$ cat config.mk
export PLATFORM = sky130hd
export DESIGN_NAME = rom_sequencer
export DESIGN_NICKNAME = d
export VERILOG_FILES = /design/src/rtl/rom_sequencer.sv
export SDC_FILE = /design/constraint.sdc
export NUM_CORES = 1
export LEC_CHECK = 0
export ABC_AREA = 0
export CORE_ASPECT_RATIO = 0.9
export CORE_MARGIN = 2
export CORE_UTILIZATION = 55
export CTS_CLUSTER_DIAMETER = 100
export DETAILED_ROUTE_END_ITERATION = 8
export PLACE_DENSITY = 0.89
export SLEW_MARGIN = 20
export SYNTH_ARGS = -nofsm -noshare
export SYNTH_HDL_FRONTEND = slang
export SYNTH_SLANG_ARGS = --single-unit
$ cat constraint.sdc
create_clock -name clk -period 2.5 [get_ports clk]
set_clock_uncertainty 0.05 [all_clocks]
set_input_delay 0.5 -clock clk [delete_from_list [all_inputs] [get_ports clk]]
set_output_delay 0.5 -clock clk [all_outputs]
set_load 0.005 [all_outputs]
$ cat src/rtl/rom_sequencer.sv
// rom_sequencer: steps ROM addresses 0..last at one word per DIV clocks, registers each word with a strobe
// Ports: clk, rstn (sync, active low), start, stop, last[AW] -> addr[AW] to ROM; rom_data[DW] from ROM
//        -> data[DW], strobe, busy, done. Define ROM_SEQUENCER_LOOP_EN to replay the table until stopped.
module rom_sequencer #(
  parameter int          AW  = 5,
  parameter int          DW  = 4,
  parameter int unsigned DIV = 3_000_000
) (
  input  logic          clk,
  input  logic          rstn,
  input  logic          start,
  input  logic          stop,
  input  logic [AW-1:0] last,
  output logic [AW-1:0] addr,
  input  logic [DW-1:0] rom_data,
  output logic [DW-1:0] data,
  output logic          strobe,
  output logic          busy,
  output logic          done
);
  typedef enum logic [1:0] {IDLE, FETCH, LATCH, HOLD} state_t;
  // FETCH and LATCH take one cycle each, so HOLD fills the remaining DIV-2 cycles of the step
  localparam logic [31:0] hold_end = 32'(DIV - 3);
  state_t        state;
  logic [31:0]   cnt;
  logic [AW-1:0] last_q;
  always_ff @(posedge clk) begin
    if (!rstn) begin
      state  <= IDLE;
      addr   <= '0;
      data   <= '0;
      strobe <= 1'b0;
      busy   <= 1'b0;
      done   <= 1'b0;
      cnt    <= '0;
      last_q <= '0;
    end else begin
      strobe <= 1'b0;
      done   <= 1'b0;
      if (stop && state != IDLE) begin
        state <= IDLE;
        busy  <= 1'b0;
        addr  <= '0;
        cnt   <= '0;
      end else begin
        case (state)
          IDLE: if (start && !stop) begin
            last_q <= last;
            addr   <= '0;
            busy   <= 1'b1;
            state  <= FETCH;
          end
          FETCH: state <= LATCH;
          LATCH: begin
            data   <= rom_data;
            strobe <= 1'b1;
            cnt    <= '0;
            state  <= HOLD;
          end
          HOLD: if (cnt != hold_end) cnt <= cnt + 32'd1;
          else if (addr != last_q) begin
            addr  <= addr + AW'(1);
            state <= FETCH;
          end else begin
`ifdef ROM_SEQUENCER_LOOP_EN
            addr  <= '0;
            done  <= 1'b1;
            state <= FETCH;
`else
            busy  <= 1'b0;
            done  <= 1'b1;
            state <= IDLE;
`endif
          end
        endcase
      end
    end
  end
endmodule

# After elaboration in Yosys (flattened, before gate mapping)
# Index checks and enable logic that the tools add are counted.
# totals
elab_cells,54
output_inout_bits,12
reg_bits,51
inputBits,13
# classes
bitwise,3
muxes,16
n_addsub,2
eq_ne,10
reduce_logical,15
# op_table
operator,count
$pmux 32 s2,1
$add 32x1->32 const B,1
$mux 32,1
$ne 32x22->1 const B,1
$mux 5,3
$ne 2x2->1 const B,5
$pmux 5 s2,1
$pmux 2 s4,1
$reduce_and 4->1,2
$mux 1,6
$reduce_and 2->1,3
$reduce_bool 2->1,3
$add 5x1->5 const B,1
$ne 5x5->1,1
$eq 2x2->1 const B,2
$mux 2,2
$reduce_or 4->1,1
$not 1->1,3
$reduce_and 3->1,1
$eq 2x1->1 const B,1
$logic_and 1x1->1,2
$logic_not 2->1,1
$pmux 1 s2,1
$reduce_or 2->1,1
$logic_not 1->1,1

# Logic depth before layout (Yosys ltp)
# logic_depth
depth_word,4
mapped_depth,9
mapped_depth_nobuf,7

# Least setup slack after synthesis
# OpenSTA, ideal clock, no wires.
# synth_timing
kind,reg2reg
from,register cnt[0]
to,register state[0]
synth_period_minus_slack_ns,2.065
path_slack_ns,0.435
arrival_ns,1.885
path_buffers,0
required_time_ns,2.319
stages_incl_launch_ff,7
setup_time_ns,0.131
cell_sequence,dfxtp_1 ha_1 or4b_1 or4_4 nor3_4 a31o_2 o41ai_1
# synth_between
elab_chain_len,3
# synth_rtl
element,line_no,source
start: declaration,25,logic [31:0] cnt;
start signal: assignment,60,HOLD: if (cnt != hold_end) cnt <= cnt + 32'd1;
$ne 32x22->1,60,
$ne 2x2->1 (no source line),n/a,
$reduce_and 2->1 (no source line),n/a,
end signal: assignment,58,state <= HOLD;
end signal: assignment,63,state <= FETCH;
end signal: assignment,72,state <= IDLE;
end: declaration,24,state_t state;
# Every way passes these cells.
# A chain may end at the register's enable or synchronous reset.

# Worst setup path in the final report
# layout_timing
from,register cnt[2]
to,register cnt[31]
# layout_between
elab_chain_len,3
elab_cells_between_ends,6
cone_classes,add/sub: 1; eq/ne: 2; mux: 2; reduce/logical: 1
# layout_rtl
element,line_no
$add 32x1->32 / $ne 32x22->1 (equally long branches),60
$mux 32 / $ne 2x2->1 (equally long branches),n/a
$pmux 32 s2 / $reduce_and 2->1 (equally long branches),n/a
# Parallel ways exist; a longest one is shown, timed or not. The select of a mux whose other input is x is not followed.

==> results by group <==
Cells and area
  – Post-layout util: 66.2%
  – Final std cells w/o fill: 420
  – Final Net Count: 374
  – Cell area after layout: 3220 um2
  – Share of layout cells above drive strength 1: 8.17%
  – Area grow syn2layout: 15.8%
  – Antenna cell count: 0
  – Fillers: 393

Worst hold path
  – Hold Path Depth: 2
  – Hold_sp: data[1]
  – Hold path endpoint: data[1]
  – Hold crit path type: flop to flop

Global routing
  – Vias in the first global route: 2527
  – Total grt overflow: 0
  – Tot GR Track Use: 26.6%
  – First-pass GRT wire length: 11900 um
  – Antenna violations before repair: 0
  – Largest net degree at the start of global routing: 18

CTS
  – Root Driver: clkbuf_8
  – CTS tree: yes
  – CTS clk-pin slew, worst paths: 0.09 ns
  – Postcts setup bufs: 0
  – Clock tree sinks: 51
  – CTS resizes: 0
  – Max clock buf depth: 2
  – Clock Latency Late Sink: 0.31 ns
  – CTS Hold Bufs: 0
  – CTS H-Tree Depth: 2
  – Total CTS buffers: 5

Critical path
  – Largest stage delay, worst path: 0.50 ns
  – Worst r2r src: cnt[2]
  – Crit path kind: flop to flop
  – Reg2reg end: cnt[31]
  – Worst R2R Path Depth: 5
  – Reg2Reg Setup Slack: 0.22 ns
  – Crit-path cells: nand4_1, nor2_1, nand4_1, or3_1, a21oi_1
  – Critical Path Source: cnt[2]
  – CP max stage cell: nor2_1
  – Required time worst endpoint: 2.68 ns
  – CP most frequent cell: nand4_1
  – CP Capture Type: flop
  – Worst EP arrival: 2.46 ns
  – CP max FO: 8
  – Element type at the critical path start: flop

Timing
  – Setup_tns: 0 ns
  – Slew HR: 60.9%
  – Final Cycle Share: 91.2%
  – Final slew viol count: 0
  – Final setup viols: 0
  – Minimum clock period: 2.28 ns
  – Final WS setup: 0.219 ns
  – Fin. Hold Viols: 0
  – Worst hold margin: 0.430 ns
  – Max Clock Freq: 0.438 GHz
  – RSZ-0062 raised after global routing: no
  – Slew @ Worst Pin: 0.585 ns

Place
  – Dpl cell area: 3120 um2
  – # port buffers: 24
  – Dpl ws: 0.282 ns
  – Post-placement cell count: 413
  – Post-DP HPWL: 5240 um
  – Routability cong.: 0.956

Floorplan
  – CORE AREA: 4860 um2
  – I/O Pins: 25
  – Die height: 71.5 um
  – Initial cell density of the core: 57.2%
  – FP Rows: 24
  – Die ar.: 5650 um2
  – Die width: 79.0 um

Route
  – Routed len/inst: 17.3 um
  – Remaining antenna violation count: 0
  – Vias: 2746
  – DRT iter0 DRCs: 221
  – Vias per std cell: 6.54
  – Drt drc: 0
  – First drt pass iteration count: 5
  – DRT Wirelength: 7260 um

Synthesis
  – #FFs+latches synth: 51
  – Ranking of synthesized cells by area: dfxtp_1 37%, nand3_1 5.9%, nand2_1 4.5%, mux2i_1 4.0%, nand4_1 3.6%
  – FFs w/ async S/R, synth: 0%
  – Synthesized cell area: 2780 um2
  – Top cell type's share of synthesized area: 36.7%
  – Top FF cell, synth: dfxtp_1
  – Synth unique cells: 51
  – Post-synth EDFFs: 0
  – Syn_nets: 350
  – Commonest cells in the netlist: 51 x dfxtp_1, 33 x nand2_1, 33 x nand3_1, 16 x nand4_1
  – Syn Inst Count: 331
  – Post-synth top area cell: dfxtp_1
  – Syn avg cell area: 8.41 um2
  – Sequential area share after synthesis: 36.7%
  – Synth warnings: 0
  – Most instantiated library cell after synthesis: dfxtp_1

Power
  – Pwr Density: 591 nW/um2
  – P_leak: 1.07 nW
  – Max VDD drop: 0.457 mV
  – Tot Pwr: 1.90 mW

Status
  – Status: finished clean

Job
  – Max cap viols: 0
==> layout make-up <==
class	instances	area (um2)	share of cell area, %
clock buffers	5	68.8	2.14
clock inverters	2	37.5	1.17
inverters	11	41.3	1.28
multi-input cells	251	1650	51.2
flip-flops and latches	51	1020	31.7
well taps	65	81.3	2.52
repair buffers	35	323	10.0
==> layout by cell type (no fill, tap or decap), types with 3 or more instances in the layout <==
cell type,netlist,final
a21boi_0,4,4
o311ai_0,7,7
clkdlybuf4s50_1,0,24
and3_1,5,5
nand2_1,33,33
o21ai_0,5,5
nor3_1,4,4
mux2i_1,11,11
o31a_1,3,3
nand2b_1,5,5
or4_1,7,7
clkbuf_8,0,5
dfxtp_1,51,51
o41ai_1,6,6
or3_1,8,8
buf_4,0,11
nand4_1,16,16
and2_1,4,4
nor2b_1,6,6
a21oi_1,13,13
and4_1,4,4
nor4_1,6,6
xor2_1,6,6
ha_1,6,6
nand3_1,33,33
inv_1,11,11
o211ai_1,6,6
nor2_1,15,15
o31ai_1,11,11
==> worst max-delay path by stage <==
stage,to,slack [ns]
floorplan,state[0],0.43
global placement,cnt[5],0.31
detailed placement,addr[2],0.28
CTS,cnt[3],0.30
global route,cnt[11],0.15
finish,cnt[31],0.22
==> power by group <==
part | switching [mW] | internal, mW
registers | 0.0265 | 0.847
clock network | 0.283 | 0.293
logic | 0.285 | 0.169
total | 0.595 | 1.31
==> cell families after synthesis <==
kind of cell / share of synthesized area [%]
adders and majority gates: 2.70
buffers and inverters: 4.05
xor gates and xnor gates: 2.20
and+or+nand+nor: 32.4
AOI/OAI and AO/OA: 18.0
muxes: 3.96
DFF: 36.7
==> registers in the layout, indices dropped and copies added (netlist names) <==
name	flops
strobe	1
busy	1
state	2
data	4
cnt	32
last_q	5
done	1
addr	5
==> worst max-delay path, delay by kind of cell, from the launching register on <==
family	cells	cell delay, ns
flops	1	0.49
simple gates	4	1.50
compound gates	1	0.16
==> per-layer routing <==
| metal | vias up | wire length, um | GRT usage, % |
|---|---|---|---|
| met4 | 0 | 138 | 11.7 |
| li1 | 1302 | - | - |
| met3 | 15 | 551 | 5.04 |
| met2 | 126 | 3430 | 41.5 |
| met5 | - | 0 | 0 |
| met1 | 1303 | 3140 | 36.3 |
Power figures use the tool's default switching activity.
==> RTL edit 1, RTL diff (same settings) <==
The option `ROM_SEQUENCER_LOOP_EN` is turned on by a define.
--- a/src/rtl/rom_sequencer.sv
+++ b/src/rtl/rom_sequencer.sv
@@ -3,2 +3,4 @@
 //        -> data[DW], strobe, busy, done. Define ROM_SEQUENCER_LOOP_EN to replay the table until stopped.
+`define ROM_SEQUENCER_LOOP_EN
+
 module rom_sequencer #(
Function: same outputs for any inputs over 10 cycles, from zero or initial values and one cycle with rstn low; that may be too few to reach the edited logic, so the function may still have changed.
==> RTL edit 1 against the unedited design <==
Sequential power up 1%; sequential cell count unchanged; die area shrank 2.0%; area after synthesis shrank 2.2%; clock power is 16% lower; setup slack better by 0.00070 ns; combinational power rose by 27%; routed wire length fell by 5.8%; power is 1.9% higher; final area decreased by 1.9%; synthesized cell count is 2.7% lower; worst hold slack got worse by 0.011 ns; largest cell class unchanged; highest routed layer unchanged.
==> RTL edit 1: results (changes against the unedited design) <==
The run finished with clean final reports. The largest driver fanout on the critical path came out at 17 (+9). The half-perimeter wire length after placement is 4975 um (-5.1%). The number of cells traversed by the worst register-to-register path came out at 6 (+1). The first-pass GRT wire length was 11450 um (-3.9%). The net total in the final layout is 372 (-0.53%).

The via count of the first global-routing pass came out at 2469 (-2.3%). The number of cells in the design after placement is 410 (-0.73%). The number of nets in the synthesized netlist was 342 (-2.3%). The placement-stage cell area is 3077 um2 (-1.2%).

The fraction of the cycle the final worst path needs is 0.9120 (about the same). The largest stage delay on the critical path is 0.61 ns (+0.11 ns). The transition time at the pin with the least slew margin came out at 0.6734 ns (+0.08845 ns). The signal arrival time at the worst endpoint was 2.43 ns (-0.03 ns). For this design, the slowest cell found on the critical path is sky130_fd_sc_hd__or4_4. The share of cells above drive strength 1 came to 0.09065 (+0.008961). The global-route usage over all layers came to 0.2576 (-0.008877).

The largest net degree at the start of global routing is 18 (unchanged). In this run the most critical hold path is launched from data[2]. The average footprint of a synthesized cell came to 8.455 um2 (+0.58%). The most critical setup path has its startpoint at cnt[4].

After synthesis, the cell types taking the most area are sky130_fd_sc_hd__dfxtp_1 (38%), sky130_fd_sc_hd__nand2_1 (5.7%), sky130_fd_sc_hd__nand3_1 (4.8%). Counting instances in the post-synthesis netlist gives the leading cell types as sky130_fd_sc_hd__dfxtp_1 (51), sky130_fd_sc_hd__nand2_1 (41), sky130_fd_sc_hd__nand3_1 (26). The sequential share of the synthesized area is 0.3750 (+0.008094). The number of distinct library cells after synthesis came out at 56 (+9.8%). The routability congestion estimate from global placement came out at 0.8831 (-7.6%). The filler cell count came out at 395 (+0.51%). The final wirelength is 6841 um (-5.8%).

The setup slack of the worst register-to-register path came to 0.22 ns (about the same). The average detailed-routed wire length per instance was 16.37 um (-5.3%). The leakage power of the design was 1.049 nW (-1.9%).
RTL edit 1: cell type report:
class	count	area [um2]	area share
Sequential cell	51	1021	0.3229
Multi-Input combinational cell	248	1599	0.5057
Clock buffer	6	72.57	0.02295
Tap cell	65	81.33	0.02572
Timing Repair Buffer	38	345.3	0.1092
Clock inverter	2	12.51	0.003957
Inverter	8	30.03	0.009497
RTL edit 1: metal layers:
metal,GRT usage,part of all wire,vias to the layer above
li1,-,-,1289
met1,0.3574,0.43,1256
met2,0.3870,0.45,128
met3,0.05102,0.090,25
met4,0.1228,0.031,0
met5,0,0,-
RTL edit 1: where the power goes:
part | switching, mW | total (mW) | internal (mW)
Clock | 0.284 | 0.481 | 0.196
Combinational | 0.357 | 0.576 | 0.220
Sequential | 0.0317 | 0.884 | 0.852
RTL edit 1: final timing paths:
| path | to |
|---|---|
| hold reg to reg | data[2] |
| setup reg to reg | cnt[6] |
| hold / removal | data[2] |
| setup / recovery | cnt[6] |
RTL edit 1: logic make-up after synthesis:
logic type	count (synthesis)	synth area share
muxes	8	0.02987
AOI/OAI and AO/OA	76	0.1985
adders and majority gates	7	0.03217
xor gates and xnor gates	6	0.01930
and+or+nand+nor	151	0.3075
DFF	51	0.3750
buffers and inverters	23	0.03768
RTL edit 1: worst reg2reg max path, cell delays in order, from the launching register on:
cell                       delay [ns]
sky130_fd_sc_hd__dfxtp_1         0.44
sky130_fd_sc_hd__nand4_4         0.24
sky130_fd_sc_hd__or4_4           0.61
sky130_fd_sc_hd__o21ai_2         0.28
sky130_fd_sc_hd__buf_4           0.28
sky130_fd_sc_hd__o311ai_0        0.15
sky130_fd_sc_hd__o41ai_1         0.11
RTL edit 1: metrics by stage:
step                hold slack, ns  total power, mW
floorplan                   0.3921            1.257
global placement            0.4065            1.441
detailed placement          0.4115            1.464
CTS                         0.4257            1.931
global route                0.4488            2.028
finish                      0.4193            1.940
==> RTL edit 2, RTL diff (same settings) <==
Made on the original files. Add an input register stage for `start`, `stop`, `last` and `rom_data`, with the module's reset; this delays them by one clock.
--- a/src/rtl/rom_sequencer.sv
+++ b/src/rtl/rom_sequencer.sv
@@ -23,2 +23,22 @@
   localparam logic [31:0] hold_end = 32'(DIV - 3);
+
+  logic start_q;
+  logic stop_q;
+  logic [AW-1:0] last_r;
+  logic [DW-1:0] rom_data_q;
+
+  always_ff @(posedge clk) begin
+    if (!rstn) begin
+      start_q    <= '0;
+      stop_q     <= '0;
+      last_r     <= '0;
+      rom_data_q <= '0;
+    end else begin
+      start_q    <= start;
+      stop_q     <= stop;
+      last_r     <= last;
+      rom_data_q <= rom_data;
+    end
+  end
+
   state_t        state;
@@ -39,3 +59,3 @@
       done   <= 1'b0;
-      if (stop && state != IDLE) begin
+      if (stop_q && state != IDLE) begin
         state <= IDLE;
@@ -46,4 +66,4 @@
         case (state)
-          IDLE: if (start && !stop) begin
-            last_q <= last;
+          IDLE: if (start_q && !stop_q) begin
+            last_q <= last_r;
             addr   <= '0;
@@ -54,3 +74,3 @@
           LATCH: begin
-            data   <= rom_data;
+            data   <= rom_data_q;
             strobe <= 1'b1;
Behaviour: not the same (a bounded check fails within 4 cycles, from zero or initial values and one cycle with rstn low).
==> RTL edit 2 against the unedited design <==
Die area rose by 9.4%; synthesized cell count up 3.3%; final area increased by 12%; setup slack got worse by 0.055 ns; sequential cell count is 11 higher; area after synthesis grew 9.9%; final cell count increased by 6.7%; routed wire length up 6.9%; critical path type unchanged; largest cell class unchanged.
Power is not compared: it rests on default switching activity, and its combinational part moved more than twofold at a synthesized area within 25%.
==> RTL edit 2: results (changes against the unedited design) <==
The wire length on met2 came out at 3677 um (+7.1%). The clock transition time at the flip-flop clock pins of the worst setup and hold paths came out at 0.07 ns (-0.02 ns). The filler cell count came out at 390 (-0.76%). The met3 capacity usage during global routing is 0.06475 (+0.01437). The H-tree depth is 3 (+1). The number of DRC markers after the initial detailed-route iteration came to 330 (+49%). The sequential share of the synthesized area came out at 0.4057 (+0.03882). The run finished with clean final reports.

The number of distinct library cells after synthesis came out at 55 (+7.8%). Ranked by total cell area, the synthesized netlist is headed by sky130_fd_sc_hd__dfxtp_1 (41%), sky130_fd_sc_hd__nand2_1 (4.0%), sky130_fd_sc_hd__a21oi_1 (3.9%). The number of cells in the design after placement is 432 (+4.6%). The average footprint of a synthesized cell was 8.945 um2 (+6.4%).

In this design, the largest share of critical-path delay is due to simple AND/OR/NAND/NOR gates. The commonest cells after synthesis are sky130_fd_sc_hd__dfxtp_1 (62), sky130_fd_sc_hd__nand2_1 (33), sky130_fd_sc_hd__a21oi_1 (24). The fraction of the mapped netlist area in compound gates is 0.1787 (-0.001574).

The net total in the final layout came out at 395 (+5.6%). The total clock buffers created by CTS is 9 (+4). The global routing usage on met2 was 0.4167 (+0.001412). The count of non-filler cells in the finished layout is 448 (+6.7%). The placement-stage cell area is 3427 um2 (+10%).

The global-route usage over all layers came to 0.2698 (+0.003332). The largest net degree at the start of global routing came out at 22 (+4). The routed wire length on met3 came to 611 um (+11%). The half-perimeter wire length after placement was 5541 um (+5.7%). The wire length on met1 is 3311 um (+5.5%).

The via count of the first global-routing pass came out at 2687 (+6.3%). The share of cells above drive strength 1 is 0.1260 (+0.04429). The post-synthesis adder-cell area fraction is 0.02454 (-0.002439). The largest stage delay on the critical path is 0.47 ns (-0.03 ns). The final wirelength is 7761 um (+6.9%). The transition time at the pin with the least slew margin is 0.4996 ns (-0.08544 ns). The vias per cell came out at 6.473 (-0.99%). The worst setup slack after placement was 0.1941 ns (-0.08747 ns). The mux contribution to synthesized area is 0.03599 (-0.003577). The power consumption is 1.955 mW. The clock network latency to the later pin of the worst-skew pair came out at 0.35 ns (+0.04 ns). The routability congestion estimate from global placement is 0.8758 (-8.4%). The final standard cell utilization of the core came out at 0.6774 (+0.01512).
-- RTL edit 2: changes by cell type in the layout (fill, tap and decap cells not counted), sizes merged, moves of 4 or more --
cell	change
a31oi	+5
a21boi	-4
and2	+12
nand3	-10
a21oi	+11
clkbuf	+5
nand4	-7
o41ai	-5
o311ai	-6
nor2b	-4
inv	-5
o21ai	+10
dfxtp	+11
-- RTL edit 2: final timing paths --
| path | slack [ns] | startpoint | cells past startpoint | endpoint |
|---|---|---|---|---|
| worst max-delay path | 0.16 | cnt[0] | 6 | addr[2] |
| worst min-delay path | 0.41 | rom_data_q[2] | 2 | data[2] |
| worst max register to register | 0.16 | cnt[0] | 6 | addr[2] |
| worst min register to register | 0.41 | rom_data_q[2] | 2 | data[2] |
-- RTL edit 2: cell type report --
class / instances / share of cell area
repair buffers: 37 / 0.09726
inverters: 6 / 0.006252
clock buffers: 10 / 0.03821
flip-flops and latches: 62 / 0.3446
well taps: 67 / 0.02327
clock inverters: 6 / 0.01042
multi-input cells: 260 / 0.4800
